$ cat config.mk
export PLATFORM = sky130hd
export DESIGN_NAME = pipe_hazard_unit
export DESIGN_NICKNAME = d
export VERILOG_FILES = /design/src/rtl/haz_pkg.sv /design/src/rtl/haz_src_match.sv /design/src/rtl/pipe_hazard_unit.sv
export SDC_FILE = /design/constraint.sdc
export NUM_CORES = 1
export LEC_CHECK = 0
export CAP_MARGIN = 20
export CORE_MARGIN = 8
export CORE_UTILIZATION = 30
export DETAILED_ROUTE_END_ITERATION = 12
export PLACE_DENSITY_LB_ADDON = 0.05
export RECOVER_POWER = 50
export SYNTH_ARGS = -nofsm -noshare
export SYNTH_HDL_FRONTEND = slang
export SYNTH_SLANG_ARGS = --single-unit
$ cat constraint.sdc
create_clock -name clk -period 4.2 [get_ports clk]
set_input_delay 0.42 -clock clk [delete_from_list [all_inputs] [get_ports clk]]
set_output_delay 0.42 -clock clk [all_outputs]
set_load 0.01 [all_outputs]
$ cat src/rtl/haz_pkg.sv
// Shared definitions for the pipeline hazard unit: forwarding-select codes
// and the scoreboard entry tracked for the EX and MEM stages.
package haz_pkg;

    localparam logic [1:0] FWD_RF    = 2'd0;
    localparam logic [1:0] FWD_EXMEM = 2'd1;
    localparam logic [1:0] FWD_MEMWB = 2'd2;

    // Destination field is sized for the widest register address in use;
    // narrower addresses are zero-extended into it.
    localparam int DST_W = 8;

    typedef struct packed {
        logic             valid;
        logic             reg_wr;
        logic             mem_rd;
        logic [DST_W-1:0] dst;
    } sb_entry_t;

endpackage

$ cat src/rtl/haz_src_match.sv
// Compares one ID source operand against the EX and MEM scoreboard entries.
module haz_src_match
    import haz_pkg::*;
#(
    parameter int AW = 3
) (
    input  logic [AW-1:0] src_addr,
    input  logic          src_used,
    input  sb_entry_t     ex_entry,
    input  sb_entry_t     mem_entry,
    output logic          hit_ex,
    output logic          hit_mem,
    output logic          load_hit
);

    logic [DST_W-1:0] src_ext;
    logic             unused_mem_rd;

    assign src_ext = DST_W'(src_addr);

    assign hit_ex   = src_used & ex_entry.valid  & ex_entry.reg_wr  & (ex_entry.dst  == src_ext);
    assign hit_mem  = src_used & mem_entry.valid & mem_entry.reg_wr & (mem_entry.dst == src_ext);
    // Only a load still in EX is too late to forward; one in MEM forwards from MEM/WB.
    assign load_hit = hit_ex & ex_entry.mem_rd;

    assign unused_mem_rd = mem_entry.mem_rd;

endmodule

$ cat src/rtl/pipe_hazard_unit.sv
// Hazard detection, forwarding selects and stage-register control for the
// 5-stage core. Define HAZ_FWD_EN to enable operand forwarding.
module pipe_hazard_unit
    import haz_pkg::*;
#(
    parameter int AW      = 3,
    parameter int NUM_SRC = 2
) (
    input  logic                   clk,
    input  logic                   rst,
    input  logic                   id_valid,
    input  logic [NUM_SRC*AW-1:0]  id_src_addr,
    input  logic [NUM_SRC-1:0]     id_src_used,
    input  logic [AW-1:0]          id_dst_addr,
    input  logic                   id_reg_wr,
    input  logic                   id_mem_rd,
    input  logic                   ex_redirect,
    input  logic                   mem_redirect,
    input  logic                   ext_stall,
    output logic                   pc_en,
    output logic                   ifid_en,
    output logic                   ifid_flush,
    output logic                   idex_bubble,
    output logic                   exmem_flush,
    output logic [NUM_SRC*2-1:0]   fwd_sel,
    output logic                   hazard_stall
);

    sb_entry_t          ex_q;
    sb_entry_t          mem_q;
    sb_entry_t          id_entry;
    logic [NUM_SRC-1:0] hit_ex;
    logic [NUM_SRC-1:0] hit_mem;
    logic [NUM_SRC-1:0] load_hit;
    logic               raw_stall;
    logic               advance;

    for (genvar i = 0; i < NUM_SRC; i++) begin : g_match
        haz_src_match #(.AW(AW)) u_match (
            .src_addr  (id_src_addr[i*AW +: AW]),
            .src_used  (id_src_used[i]),
            .ex_entry  (ex_q),
            .mem_entry (mem_q),
            .hit_ex    (hit_ex[i]),
            .hit_mem   (hit_mem[i]),
            .load_hit  (load_hit[i])
        );
    end

`ifdef HAZ_FWD_EN
    assign raw_stall = id_valid & (|load_hit);
`else
    // Without forwarding every in-flight producer must reach WB first.
    logic unused_load_hit;
    assign unused_load_hit = ^load_hit;
    assign raw_stall = id_valid & (|(hit_ex | hit_mem));
`endif

    always_comb begin
        pc_en        = 1'b1;
        ifid_en      = 1'b1;
        ifid_flush   = 1'b0;
        idex_bubble  = 1'b0;
        exmem_flush  = 1'b0;
        hazard_stall = 1'b0;
        if (ext_stall) begin
            pc_en   = 1'b0;
            ifid_en = 1'b0;
        end else if (mem_redirect) begin
            ifid_flush  = 1'b1;
            idex_bubble = 1'b1;
            exmem_flush = 1'b1;
        end else if (ex_redirect) begin
            ifid_flush  = 1'b1;
            idex_bubble = 1'b1;
        end else if (raw_stall) begin
            pc_en        = 1'b0;
            ifid_en      = 1'b0;
            idex_bubble  = 1'b1;
            hazard_stall = 1'b1;
        end
    end

    // The bubble output already covers stalls and both redirect kinds.
    assign advance = id_valid & ~idex_bubble;

    always_comb begin
        id_entry.valid  = 1'b1;
        id_entry.reg_wr = id_reg_wr;
        id_entry.mem_rd = id_mem_rd;
        id_entry.dst    = DST_W'(id_dst_addr);
    end

    always_ff @(posedge clk or posedge rst) begin
        if (rst) begin
            ex_q  <= '0;
            mem_q <= '0;
        end else if (!ext_stall) begin
            ex_q  <= advance ? id_entry : '0;
            mem_q <= exmem_flush ? '0 : ex_q;
        end
    end

`ifdef HAZ_FWD_EN
    logic [NUM_SRC*2-1:0] fwd_next;

    always_comb begin
        fwd_next = '0;
        for (int i = 0; i < NUM_SRC; i++) begin
            if (advance && hit_ex[i]) begin
                fwd_next[i*2 +: 2] = FWD_EXMEM;
            end else if (advance && hit_mem[i]) begin
                fwd_next[i*2 +: 2] = FWD_MEMWB;
            end else begin
                fwd_next[i*2 +: 2] = FWD_RF;
            end
        end
    end

    always_ff @(posedge clk or posedge rst) begin
        if (rst) begin
            fwd_sel <= '0;
        end else if (!ext_stall) begin
            fwd_sel <= fwd_next;
        end
    end
`else
    assign fwd_sel = '0;
`endif

endmodule
==> results of run 1 <==
Yosys cell counts:
library cell  instances
nand2_1              19
xor2_1               12
dfrtp_1              10
o21ai_0              10
buf_4                 5
nand3_1               4
nor4_1                4
inv_1                 3
nor2_1                2
a31o_1                1
a31oi_1               1
and2_2                1
and3_1                1
buf_1                 1
clkbuf_1              1
clkbuf_2              1
conb_1                1
nor2b_1               1
or4_1                 1
sequential cells by signal, summed over array words and instances (netlist names):
signal,cells
mem_q,5
ex_q,5
critical path, stage by stage:
cell             delay (ps)
clkdlybuf4s50_1         510
xor2_1                  190
nor4_1                   80
or4_1                   670
a31oi_1                 260
clkdlybuf4s50_1         580
final timing paths:
kind	start	end	slack, ps
max	id_src_addr[3]	ifid_en	1070
min	mem_q[10]	mem_q[10]	510
max reg2reg	ex_q[0]	ex_q[2]	2540
min reg2reg	mem_q[10]	mem_q[10]	510
max in group asynchronous	rst	mem_q[9]	3350
min in group asynchronous	rst	ex_q[2]	570
power breakdown:
group          switching (mW)  internal, mW
sequential            0.00374        0.0996
clock                  0.0300        0.0330
combinational          0.0195        0.0245
total                  0.0532         0.157
per-layer routing:
layer / vias to the layer above / GRT usage
li1: 300 / -
met1: 239 / 0.0986
met2: 17 / 0.131
met3: 4 / 0.0329
met4: 0 / 0.0584
met5: - / 0
cell usage in the layout, fill, tap and decap left out, drive strengths merged:
cell           count
inv                3
conb               4
and2               1
clkdlybuf4s50     21
and3               1
o21ai             10
nand3              4
a31o               1
nor2               2
nand2             19
nor4               4
xor2              12
dlygate4sd3        2
or4                1
clkbuf             3
dfrtp             10
a31oi              1
nor2b              1
cells by family after synthesis:
family,Yosys count,share of synthesized area
and+or+nand+nor,33,0.238
AOI/OAI and AO/OA,12,0.102
xor gates and xnor gates,12,0.165
buffers and inverters,11,0.0963
DFF,10,0.393
other,1,0.00589
final cells by class:
type | instances | area share
sequential | 10 | 0.283
multi-input combinational | 61 | 0.380
tap | 27 | 0.0382
clock buffer | 3 | 0.0255
inverter | 3 | 0.0127
timing repair buffer | 23 | 0.260
==> results.md, run 1 <==
* Met2 wire length at 700 µm
* DRC Markers at 0
* Hold Buf Count CTS at 0
* GRT Total Usage at 0.0866
* Maximum VDD drop at roughly 0.11 mV
* Row Count at 16
* Avg Cell Area, Syn at 8.06 µm²
* Register Area at 250 µm²
* Proportion of layout cells with a drive suffix above 1 at 0.0400
* Port bufs at 23
* Worst setup SP type: primary input
* Nets at 121
* Initial Utilization at 0.321
* Highest Signal Layer: met4
* Die width at 62.1 µm
* Final worst slack at between 1000 and 1500 ps
* Max-Cap Viols at 0
* Vert. Die Dim at 62.1 µm
* Hold Violations, Final at 0
* RSZ-0062 raised after global routing: no
* Total power at 210 µW
* Met3 Routed Length at between 100 and 150 µm
* Placed Area at between 800 and 900 µm²
* Seq/Total Area, Yosys at 0.393
* F_max at approximately 0.32 GHz
* Ports at 29
* PostCTS Resize Cnt at 0
* Via Count at 560
* Post-DP HPWL at between 1000 and 1500 µm
* P_leak at 0.396 nW
* Synth Cell Area at about 640 µm²
* Final ANT Viol Nets at 0
* GP Congestion at 0.754
* Synth top area cells: dfrtp_1 (39%), xor2_1 (17%), nand2_1 (11%)
* Fin cells at 127
* Worst Hold Depth at 2
* Longest Clk Path Bufs at 2
* Root Buffer: clkbuf_4
* Post-Syn Instances at 79
* Antenna violations before repair at 0
* Pre-antenna DRT Iters at 2
* Placed cells at 124
* Vias in the first global route at between 500 and 600
* Footprint of the multi-input gates at 337 µm²
* Crit Path Max Fanout at 8
* Total congestion overflow at 0
* Vias per cell at between 4 and 5
* Synthesized flop and latch total at 10
* Initial drt markers at 2
* Final period util at 0.745
* Post-CTS setup buffer count at 0
* Clk slew on worst S/H paths at 60 ps
* Final count of negative-setup-slack endpoints at 0
* Clk sinks at 10
* Setup crit end kind: output port
* Met1 wire length at 728 µm
* Hold WC Path Type: reg -> reg
* Status: finished clean
* Die ar. at 3850 µm²
* N_diodes at 0
* CP arrival at 2710 ps
* Setup TNS at 0 ps
* Yosys warns at 0
* Req. time, crit path at roughly 3800 ps
* Fillers at 202
* Worst hold margin at 507 ps
* Post-route cell area at 885 µm²
* PD cells at 238 nW/µm²
* R2r worst-path depth at 4
* Yosys cell types at 19
* Inserted Clock Buffers at 3
* First-pass GRT wire length at 2360 µm
* Worst Path Class, Setup: in -> out
* Yosys top cell by area: dfrtp_1
* Final Routed Wirelength at approximately 1600 µm
* Clock Skews at 4.38 ps
* Largest net degree at the start of global routing at 15
* Drt wl/cell at between 10 and 15 µm
* Min Tclk post-route at approximately 3100 ps
* Final Max Slew Viols at 0
* CTS tree: built
* Top cell type's share of synthesized area at 0.393
* Core Util, Final at 0.446
* H-tree depth at 1
* Worst-Skew Late Latency at 260 ps
* Dpl ws at 1070 ps
* Core Region at 1980 µm²
* P&R area growth vs syn at 38.9%
Note: power is estimated with default switching activity, not from simulation.
==> run 2, diff against run 1 <==
==> constraint.sdc (replaced) <==
create_clock -name clk -period 2.9 [get_ports clk]
set_input_delay 0.29 -clock clk [delete_from_list [all_inputs] [get_ports clk]]
set_output_delay 0.29 -clock clk [all_outputs]
set_load 0.01 [all_outputs]
==> results.md, run 2 (same netlist as run 1, synthesis figures left out) <==
* Clk sinks at 10
* Placed Area at around 880 µm²
* CP arrival at 2480 ps
* Setup crit end kind: output port
* Antenna violations before repair at 0
* Cell mode on critical path: clkdlybuf4s50_1
* Post-DP HPWL at 1310 µm
* CTS tree: built
* Fillers at 215
* Drt wl/cell at 12.3 µm
* Reg2reg start: ex_q[2]
* Crit Path Max Fanout at 4
* Vert. Die Dim at 62.1 µm
* H-tree depth at 1
* Die ar. at 3850 µm²
* Final Max Slew Viols at 0
* Buffer and inverter count on the worst path at 2
* Row Count at 16
* Nets at approximately 120
* P&R area growth vs syn at 42.2%
* RSZ-0062 raised after global routing: no
* Final count of negative-setup-slack endpoints at 0
* Final Routed Wirelength at between 1500 and 2000 µm
* PD cells at 338 nW/µm²
* Largest net degree at the start of global routing at 14
* GRT Total Usage at 0.0899
* Req. time, crit path at 2610 ps
* Worst R2R End: ex_q[2]
* Total congestion overflow at 0
* Clk slew on worst S/H paths at about 60 ps
* Most frequent cells in the layout: clkdlybuf4s50_1 (21), nand2_1 (19), xor2_1 (12)
* GP Congestion at 0.747
* Reg2Reg Setup Slack at 1150 ps
* Status: finished clean
* CP cell instances: clkdlybuf4s50_1 -> xor2_1 -> nor4_1 -> or4_1 -> a31oi_2 -> clkdlybuf4s50_1
* Setup TNS at 0 ps
* Initial Utilization at 0.321
* DRC Markers at 0
* Final ANT Viol Nets at 0
* Final period util at 0.954
* Post-route cell area at approximately 910 µm²
* CP max-delay cell: or4_1
* Die width at 62.1 µm
* F_max at 0.361 GHz
* Hold WC Path Type: in -> async
* Hold Buf Count CTS at 0
* Max-Cap Viols at 0
* Root Buffer: clkbuf_4
* Ports at 29
* Pre-antenna DRT Iters at 3
* Port bufs at 23
* Worst setup SP type: primary input
* Top delay family on crit path: buffers and inverters
* Via Count at between 500 and 600
* Worst-Skew Late Latency at 260 ps
* Inserted Clock Buffers at 3
* Min Tclk post-route at 2770 ps
* Clock Skews at 0.990 ps
* N_diodes at 0
* Hold Violations, Final at 0
* Initial drt markers at 11
* R2r worst-path depth at 5
* Core Region at roughly 2000 µm²
* Largest regs: ex_q: 5 flops, mem_q: 5 flops
* Peak per-stage delay on the critical path at 630 ps
* Longest Clk Path Bufs at 2
* Most common cell after layout, fill and taps aside: clkdlybuf4s50_1
* Worst Path Class, Setup: in -> out
* Vias in the first global route at 596
* Vias per cell at 4.47
* Proportion of layout cells with a drive suffix above 1 at 0.0686
* First-pass GRT wire length at 2510 µm
* Maximum VDD drop at about 0.17 mV
* P_leak at 0.406 nW
-- run 2: cell types whose count changed in the layout (fill, tap and decap cells not counted) --
cell     delta
a31oi_1     -1
a31oi_2     +1
buf_4       +2
-- run 2: how the worst max path moves through the flow --
stage              startpoint  cells past startpoint  slack (ps)      end
3_3_place_gp   id_src_addr[2]                      6         120  ifid_en
3_5_place_dp   id_src_addr[2]                      6         110    pc_en
4_1_cts        id_src_addr[2]                      6         100    pc_en
5_1_grt        id_src_addr[2]                      6          30    pc_en
2_1_floorplan         ex_q[1]                      6         860    pc_en
6_report       id_src_addr[2]                      6         130    pc_en
-- run 2: power by group --
part	internal, mW	switching, mW
Sequential	0.144	0.00556
Clock	0.0477	0.0432
Combinational	0.0366	0.0285
-- run 2: worst register-to-register path, stage by stage (launching register included) --
cell and delay, ps:
dfrtp_1 420, xor2_1 180, nor4_1 70, or4_1 630
buf_4 200, o21ai_0 170
-- run 2: per-layer routing --
layer	vias up	GRT usage	routed length, µm
li1	297	-	-
met1	256	0.0972	683
met5	-	0	0
met2	19	0.146	718
met3	4	0.0350	159
met4	0	0.0519	23
-- run 2: through the flow --
step                      hold WS [ps]  setup slack (ps)  power, mW  utilization  std cells
after floorplan                    130               860      0.181            -         82
after global placement             495               116      0.218        0.443        126
after detailed placement           501               115      0.218        0.443        126
after CTS                          312               101      0.309        0.454        129
after global routing               461              33.2      0.323        0.457        129
final                              444               133      0.306        0.457        129
-- run 2: timing repair --
action / in CTS / in global routing
buffers inserted: 0 / 0
endpoints found under the setup margin: 0 / 1
gates resized for setup: 0 / 1
-- run 2: final cells by class --
type                    count  area (µm²)  area share
inverters                   3        11.3      0.0124
clock buffers               3        22.5      0.0249
well taps                  27        33.8      0.0373
multi-input cells          61         343       0.378
flip-flops and latches     10         250       0.276
repair buffers             25         245       0.271
==> run 3, diff against run 2 <==
--- a/config.mk
+++ b/config.mk
@@ -9,6 +9,8 @@
 export CORE_MARGIN = 8
 export CORE_UTILIZATION = 30
 export DETAILED_ROUTE_END_ITERATION = 12
+export DONT_BUFFER_PORTS = 1
+export GPL_ROUTABILITY_DRIVEN = 0
 export PLACE_DENSITY_LB_ADDON = 0.05
 export RECOVER_POWER = 50
 export SYNTH_ARGS = -nofsm -noshare
==> results.md, run 3 (same netlist as run 1, synthesis figures left out) <==
* H-tree depth at 1
* Total congestion overflow at 0
* Final ANT Viol Nets at 0
* Most common cell after layout, fill and taps aside: nand2_1
* Proportion of layout cells with a drive suffix above 1 at 0.0633
* Hold Path End: mem_q[10]
* RSZ-0062 raised after global routing: no
* Drt wl/cell at roughly 15 µm
* DRC Markers at 0
* Clk sinks at 10
* Reg2reg start: ex_q[2]
* Root Buffer: clkbuf_4
* Die ar. at 3850 µm²
* R2r worst-path depth at 4
* Worst R2R End: ex_q[2]
* Vert. Die Dim at 62.1 µm
* Via Count at 507
* P_leak at 0.317 nW
* Worst hold margin at 120 ps
* CTS tree: built
* Vias in the first global route at approximately 530
* Clock Skews at approximately 4.2 ps
* Maximum VDD drop at 0.212 mV
* First-pass GRT wire length at 2500 µm
* Final Max Slew Viols at 0
* Core Util, Final at 0.342
* Initial drt markers at 4
* Crit Path Max Fanout at 8
* Pre-antenna DRT Iters at 4
* Longest Clk Path Bufs at 2
* Final Routed Wirelength at 1580 µm
* Clk slew on worst S/H paths at around 70 ps
* Post-CTS setup buffer count at 0
* Row Count at 16
* Worst-Skew Late Latency at 270 ps
* Register Area at 250 µm²
* Min Tclk post-route at ~2400 ps
* Final count of negative-setup-slack endpoints at 0
* Most frequent cells in the layout: nand2_1 (19), xor2_1 (12), o21ai_0 (10), dfrtp_1 (10)
* Fillers at 226
* Largest regs: ex_q: 5 flops, mem_q: 5 flops
* Req. time, crit path at 2610 ps
* Die width at 62.1 µm
* Core Region at 1980 µm²
* Worst-Margin Slew at 504 ps
* N_diodes at 0
* Inserted Clock Buffers at 3
* CP arrival at 2130 ps
* Setup TNS at 0 ps
* Post-DP HPWL at 1220 µm
* Total power at a little over 300 µW
* Reg2Reg Setup Slack at 1240 ps
* Antenna violations before repair at 0
* Worst setup SP type: flop
* Slew HR at 0.662
* PD cells at 451 nW/µm²
* Worst Path Class, Setup: reg -> out
* Hold Violations, Final at 0
* Dpl ws at 755 ps
* Vias per cell at about 4.8
* Met1 wire length at roughly 720 µm
* Hold Path Origin: mem_redirect
* P&R area growth vs syn at 6.48%
* Largest net degree at the start of global routing at 15
* Met2 wire length at 678 µm
* Ports at 29
* F_max at 0.413 GHz
* Status: finished clean
* Hold WC Path Type: in -> reg
* Max-Cap Viols at 0
* Worst Hold Depth at 1
* Setup crit end kind: output port
* Met3 Routed Length at 170 µm
* GRT Total Usage at 0.0938
* Initial Utilization at 0.321
* Nets at 99
* Port bufs at 0
* Final worst slack at 479 ps
* Highest Signal Layer: met4
* Final period util at 0.835
* Footprint of the multi-input gates at ~340 µm²
==> run 3: cell types whose count changed in the layout (fill, tap and decap cells not counted) <==
cell / previous run / this run
dlygate4sd3_1: 2 / 1
clkbuf_8: 0 / 1
a31oi_1: 0 / 1
clkdlybuf4s50_1: 21 / 0
a31oi_2: 1 / 0
buf_4: 2 / 0
==> run 3: what timing repair did <==
item	in CTS	in global routing
endpoints found under the hold margin	10	0
hold buffers	1	0
gates resized for setup	0	0
==> run 3: final cells by class <==
| cell class | instances | area share |
|---|---|---|
| clock buffers | 4 | 0.0535 |
| inverters | 3 | 0.0166 |
| multi-input cells | 61 | 0.496 |
| flip-flops and latches | 10 | 0.369 |
| well taps | 27 | 0.0498 |
| repair buffers | 1 | 0.0148 |
==> run 3: worst max path at each step <==
| stage | start | to | slack (ps) |
|---|---|---|---|
| 2_1_floorplan | ex_q[1] | pc_en | 860 |
| 4_1_cts | ex_q[2] | pc_en | 450 |
| 3_3_place_gp | ex_q[2] | pc_en | 730 |
| 6_report | ex_q[2] | pc_en | 480 |
| 5_1_grt | ex_q[2] | pc_en | 320 |
| 3_5_place_dp | ex_q[2] | pc_en | 750 |
==> run 3: per-stage QoR <==
step	cells	cell area, µm²
3_5_place_dp	101	632
6_report	106	678
4_1_cts	106	678
2_1_floorplan	82	648
3_3_place_gp	101	632
5_1_grt	106	678
==> run 3: critical path: stages (launching register included) <==
cell and delay (ps):
dfrtp_1 440, xor2_1 170, nor4_1 70, or4_1 680, a31oi_1 510
==> run 3: per-layer routing <==
| layer | GRT usage | vias up |
|---|---|---|
| met3 | 0.0432 | 2 |
| met4 | 0.0584 | 0 |
| met1 | 0.106 | 240 |
| met5 | 0 | - |
| met2 | 0.140 | 16 |
| li1 | - | 249 |
==> run 3: power by group <==
| part | internal (mW) | total, mW | switching (mW) | leakage (nW) |
|---|---|---|---|---|
| Clock | 0.0762 | 0.128 | 0.0514 | 0.0210 |
| Combinational | 0.0108 | 0.0281 | 0.0174 | 0.159 |
| Sequential | 0.144 | 0.150 | 0.00584 | 0.138 |
| Total | 0.231 | 0.306 | 0.0746 | 0.317 |
